===== src/rtl/latch_write_arbiter.sv =====
// -----------------------------------------------------------------------------
// latch_write_arbiter
//   Arbitrates four requesters onto one shared N-bit level-sensitive latch.
//   A grant runs a fixed sequence: SETUP (data stable, enable low), EN
//   (enable high for EN_CYC cycles), HOLD (enable low, data still stable),
//   then ACK (one-cycle pulse to the winner).
//   Grants are round-robin, starting after the last winner.
//
// Ports
//   clk_in        : clock, rising edge
//   rst_in        : asynchronous active-high reset
//   req_in[3:0]   : per-requester write request (sampled only in IDLE)
//   data_in[4N-1:0]: requester i data at [i*N +: N]
//   ack_out[3:0]  : one-cycle completion pulse to the granted requester
//   lat_en_out    : enable of the shared latch
//   lat_d_out[N-1:0]: data to the shared latch
//   owner_out[1:0]: requester whose data was last written
//   owner_vld_out : at least one write completed since reset
//   busy_out      : a transaction is in flight (state != IDLE)
// -----------------------------------------------------------------------------
module latch_write_arbiter #(
  parameter int N      = 8,
  parameter int EN_CYC = 2
) (
  input  logic           clk_in,
  input  logic           rst_in,
  input  logic [3:0]     req_in,
  input  logic [4*N-1:0] data_in,
  output logic [3:0]     ack_out,
  output logic           lat_en_out,
  output logic [N-1:0]   lat_d_out,
  output logic [1:0]     owner_out,
  output logic           owner_vld_out,
  output logic           busy_out
);

  typedef enum logic [2:0] {
    S_IDLE  = 3'd0,
    S_SETUP = 3'd1,
    S_EN    = 3'd2,
    S_HOLD  = 3'd3,
    S_ACK   = 3'd4
  } state_t;

  localparam logic [3:0] EN_LAST = 4'(EN_CYC - 1);

  state_t state_q, state_d;
  logic [3:0] cnt_q, cnt_d;
  logic       lat_en_q, lat_en_d;
  logic [3:0] ack_q, ack_d;

  logic [1:0]   ptr_q, win_q, owner_q;
  logic         owner_vld_q;
  logic [N-1:0] lat_d_q;

  logic [3:0][N-1:0] data_arr;
  logic [1:0]        pick;
  logic              pick_vld;

  assign data_arr = data_in;

  // Round-robin search ptr+1 .. ptr+4 (mod 4). Walking from the far end
  // down lets the nearest set bit overwrite the others.
  always_comb begin
    pick     = '0;
    pick_vld = 1'b0;
    for (int k = 4; k >= 1; k--) begin
      if (req_in[ptr_q + 2'(k)]) begin
        pick     = ptr_q + 2'(k);
        pick_vld = 1'b1;
      end
    end
  end

  // State register. Enable and ack are flops so the latch and the
  // requesters only ever see clean, registered levels.
  always_ff @(posedge clk_in or posedge rst_in) begin
    if (rst_in) begin
      state_q  <= S_IDLE;
      cnt_q    <= '0;
      lat_en_q <= 1'b0;
      ack_q    <= '0;
    end else begin
      state_q  <= state_d;
      cnt_q    <= cnt_d;
      lat_en_q <= lat_en_d;
      ack_q    <= ack_d;
    end
  end

  // Next-state logic
  always_comb begin
    state_d = state_q;
    cnt_d   = cnt_q;
    case (state_q)
      S_IDLE:  if (pick_vld) state_d = S_SETUP;
      S_SETUP: begin
        state_d = S_EN;
        cnt_d   = '0;
      end
      S_EN: begin
        if (cnt_q == EN_LAST) begin
          state_d = S_HOLD;
          cnt_d   = '0;
        end else begin
          cnt_d = cnt_q + 4'd1;
        end
      end
      S_HOLD:  state_d = S_ACK;
      S_ACK:   state_d = S_IDLE;
      default: state_d = S_IDLE;
    endcase
  end

  // Output logic: decoded from the next state so the registered outputs
  // line up with the state they belong to.
  always_comb begin
    lat_en_d = (state_d == S_EN);
    ack_d    = (state_d == S_ACK) ? (4'b0001 << win_q) : 4'b0000;
  end

  // Datapath: winner and data captured at the grant edge, bookkeeping
  // updated at the ACK exit edge.
  always_ff @(posedge clk_in or posedge rst_in) begin
    if (rst_in) begin
      ptr_q       <= 2'd3;
      win_q       <= '0;
      lat_d_q     <= '0;
      owner_q     <= '0;
      owner_vld_q <= 1'b0;
    end else begin
      if (state_q == S_IDLE && pick_vld) begin
        win_q   <= pick;
        lat_d_q <= data_arr[pick];
      end
      if (state_q == S_ACK) begin
        ptr_q       <= win_q;
        owner_q     <= win_q;
        owner_vld_q <= 1'b1;
      end
    end
  end

  assign ack_out       = ack_q;
  assign lat_en_out    = lat_en_q;
  assign lat_d_out     = lat_d_q;
  assign owner_out     = owner_q;
  assign owner_vld_out = owner_vld_q;
  assign busy_out      = (state_q != S_IDLE);

endmodule


===== config.mk =====
export PLATFORM = sky130hd
export DESIGN_NAME = latch_write_arbiter
export DESIGN_NICKNAME = d
export VERILOG_FILES = /design/src/rtl/latch_write_arbiter.sv
export SDC_FILE = /design/constraint.sdc
export NUM_CORES = 1
export LEC_CHECK = 0
export ABC_AREA = 1
export CELL_PAD_IN_SITES_DETAIL_PLACEMENT = 1
export CELL_PAD_IN_SITES_GLOBAL_PLACEMENT = 2
export CORE_UTILIZATION = 24
export DETAILED_ROUTE_END_ITERATION = 10
export PLACE_DENSITY = 0.82
export RECOVER_POWER = 50
export SKIP_CTS_REPAIR_TIMING = 1
export SYNTH_ARGS = -nofsm -noshare
export SYNTH_HDL_FRONTEND = slang
export SYNTH_SLANG_ARGS = --single-unit

===== constraint.sdc =====
create_clock -name clk_in -period 2.4 [get_ports clk_in]
set_clock_uncertainty 0.05 [all_clocks]
set_input_delay 0.36 -clock clk_in [delete_from_list [all_inputs] [get_ports clk_in]]
set_output_delay 0.36 -clock clk_in [all_outputs]
set_load 0.01 [all_outputs]

==> impl_results.md <==
- Top-area cell type share of the netlist area: 40.3%
- Dpl hpwl: 3.47 mm
- Placed Cells incl. Taps: 334
- Worst Setup End Kind: flop
- Cell mode on critical path: nand2_1
- Port bufs: 54
- # IOs: 55
- Hold crit path type: reg2reg
- Worst-Skew Late Latency: 0.28 ns
- Initial DRC count: 64
- Sequential fraction of design power: 26.4%
- Post-Route WL: 4.47 mm
- Initial cell density of the core: 25.5%
- Critical Path RT: 2.53 ns
- Num CTS Buffers: 3
- First-pass GRT wire length: 7.38 mm
- Adder-cell share of the synthesized area: 1.61%
- Clk buf depth: 2
- VDD IR-drop max: 0.396 mV
- GPL Wtd Cong: 0.798
- Antenna fix cells: 0
- Unrepaired setup endpoints after global routing: no
- Vias in the first global route: 1542
- Average routed wire per standard cell: 13.2 um
- Synth Area in Simple Gates: 40.5%
- Setup violations, final: 0
- Syn Inst Count: 207
- Fin. max-slew vios: 0
- Crit-path max FO: 17
- Place WS: 0.205 ns
- Die footprint: 0.00680 mm2
- Total Routing Usage GR: 14.5%
- CP max-delay cell: dfstp_2
- Start of the worst register-to-register path: ptr_q[0]
- Share of cells above drive strength 1: 9.13%
- Vias: 1550
- Post-DRT Antenna Nets: 0
- P_sw: 1.47 mW
- Min cycle time layout: 2.01 ns
- WHS Path Cells: 1
- FMAX: 496 MHz
- Int Pwr: 1.52 mW
- Post-synthesis sequential area ratio: 43.6%
- Max incr delay on CP: 0.66 ns
- Initial antenna violation count: 0
- Pre-Repair DR Iteration Count: 4
- Yosys reg bits: 27
- CTS root buffer: clkbuf_8
- Syn_nets: 247
- Max-Cap Viols: 0
- Worst-path cell chain: inv_6 > nand2_2 > nand2_1 > nand2_1 > nand2_2 > nand2_4 > nand2_2 > nand2_4 > nand2_4 > nand2_1 > nand3_1 > nand3_1 > nand2_1
- TritonCTS clock tree: built
- Site Rows: 28
- Worst slew margin: 0.643%
- Setup WS post-layout: 0.386 ns
- Fin nets: 304
- Area leader, netlist: dfrtp_1
- Pwr Density: 1350 mW/mm2
- Synthesized cell area: 0.00155 mm2
- Final Hold Fails: 0
- H-tree depth: 1
- Global route overflow: 0
- Synth top area cells: dfrtp_1 (40%), nand2_1 (16%), nand3_1 (15%)
- Die Height: 82.5 um
- Area grow syn2layout: 42.4%
- Crit path kind: reg2reg
- CP arrival: 2.14 ns
- Xor/xnor share of the synthesized area: 1.13%
- Fin cells: 338
- Final period util: 83.9%
- Clock transition at the registers of the reported paths: 0.10 ns
- Post-synthesis compound-gate area fraction: 4.43%
- Combinational share of power: 64.2%
- Total clock sinks: 27
- Crit path from: ptr_q[0]
- Die width: 82.5 um
- Clock power frac: 9.4%
- Drc violations: 0
- Cell variety after synth: 26
- Worst min-delay path startpoint: state_q[2]
- Outcome: completed
- CORE AREA: 0.00610 mm2
- Total number of yosys warnings: 0
- Worst-Margin Slew: 1.49 ns
- Worst setup SP type: flop
- Largest family of logic cells by synthesized area: simple AND/OR/NAND/NOR gates
- Sw frac: 49.1%
- Largest net degree at the start of global routing: 28
- Mux cell area share after synthesis: 0%
- Setup TNS: 0 ns
- Syn_area_per_cell: 7.51 um2
- Vias per cell: 4.59
- Worst Reg-to-Reg Cells: 13
- P_leak: 1.05 nW
-- cells by family (layout without fill, tap and decap cells) --
group                      Yosys count  after routing
and+or+nand+nor                    135            135
buffers and inverters               28             84
DFF                                 27             27
AOI/OAI and AO/OA                   13             13
adders and majority gates            2              2
xor gates and xnor gates             2              2
-- cell usage after synthesis --
| library cell | instances |
|---|---|
| xor2_1 | 1 |
| nand2_4 | 3 |
| nand3_2 | 1 |
| nor2_2 | 1 |
| dfstp_2 | 2 |
| inv_6 | 1 |
| buf_4 | 1 |
| a21oi_1 | 1 |
| buf_6 | 1 |
| dfrtp_1 | 25 |
| xnor2_1 | 1 |
| o21ai_0 | 8 |
| ha_1 | 2 |
| nor3_1 | 4 |
| nand3_1 | 46 |
| inv_2 | 3 |
| buf_8 | 1 |
| o22ai_1 | 3 |
| nand2_1 | 65 |
| buf_2 | 2 |
| o21ai_1 | 1 |
| or2_2 | 1 |
| nand3_4 | 1 |
| nand2_2 | 5 |
| nor2_1 | 8 |
| inv_1 | 19 |
-- layer usage --
| metal | wire [um] | GRT usage [%] |
|---|---|---|
| met1 | 2120 | 21.0 |
| met2 | 2080 | 21.7 |
| met4 | 53 | 4.74 |
| met3 | 210 | 2.42 |
| met5 | 0 | 0 |
-- power groups by stage --
stage | logic [mW] | clock network [mW] | registers (mW)
4_1_cts | 1.96 | 0.296 | 0.795
3_3_place_gp | 1.93 | 0 | 0.798
5_1_grt | 2.20 | 0.326 | 0.819
6_report | 1.92 | 0.281 | 0.790
2_1_floorplan | 1.36 | 0 | 0.800
3_5_place_dp | 1.95 | 0 | 0.804
-- through the flow --
step / utilization [%] / hold WS [ns] / power [mW] / cell area [um2]
final: 36.3 / 0.430 / 2.99 / 2210
after global routing: 36.3 / 0.445 / 3.35 / 2210
after floorplan: - / 0.361 / 2.16 / 1550
after CTS: 36.4 / 0.390 / 3.05 / 2220
after detailed placement: 35.6 / 0.414 / 2.75 / 2170
after global placement: 35.6 / 0.405 / 2.73 / 2170
-- final timing paths --
kind,endpoint,slack [ns]
worst max register to register,lat_d_out[4],0.39
min in group asynchronous,ack_out[1],0.82
worst min-delay path,state_q[2],0.43
max in group asynchronous,lat_d_out[5],0.61
worst min register to register,state_q[2],0.43
worst max-delay path,lat_d_out[4],0.39
-- layout make-up --
| cell class | instances | area (um2) |
|---|---|---|
| sequential | 27 | 678 |
| clock buffer | 3 | 41.3 |
| timing repair buffer | 57 | 559 |
| inverter | 23 | 91.3 |
| clock inverter | 1 | 8.76 |
| multi-input combinational | 152 | 741 |
| fill | 767 | 3880 |
| tap | 75 | 93.8 |
-- placed cells by master, fill, tap and decap left out, drive strengths merged --
cell / n
xor2: 1
dfrtp: 25
a21oi: 1
dfstp: 2
or2: 1
nor2: 9
clkdlybuf4s50: 54
o21ai: 9
clkbuf: 4
buf: 2
nand3: 48
nand2: 73
ha: 2
xnor2: 1
nor3: 4
inv: 24
o22ai: 3
-- flip-flops by register name, indices dropped and copies added (netlist names) --
| register | flops |
|---|---|
| state_q | 3 |
| ptr_q | 2 |
| cnt_q | 4 |
| ack_out | 4 |
| owner_out | 2 |
| lat_en_out | 1 |
| owner_vld_out | 1 |
| win_q | 2 |
| lat_d_out | 8 |
-- worst max-delay path: cells and delay by family, from the launching register on --
family	cells	cell delay (ns)
and+or+nand+nor	12	1.12
buffers and inverters	1	0.08
DFF	1	0.66
Note: power is estimated with default switching activity, not from simulation.
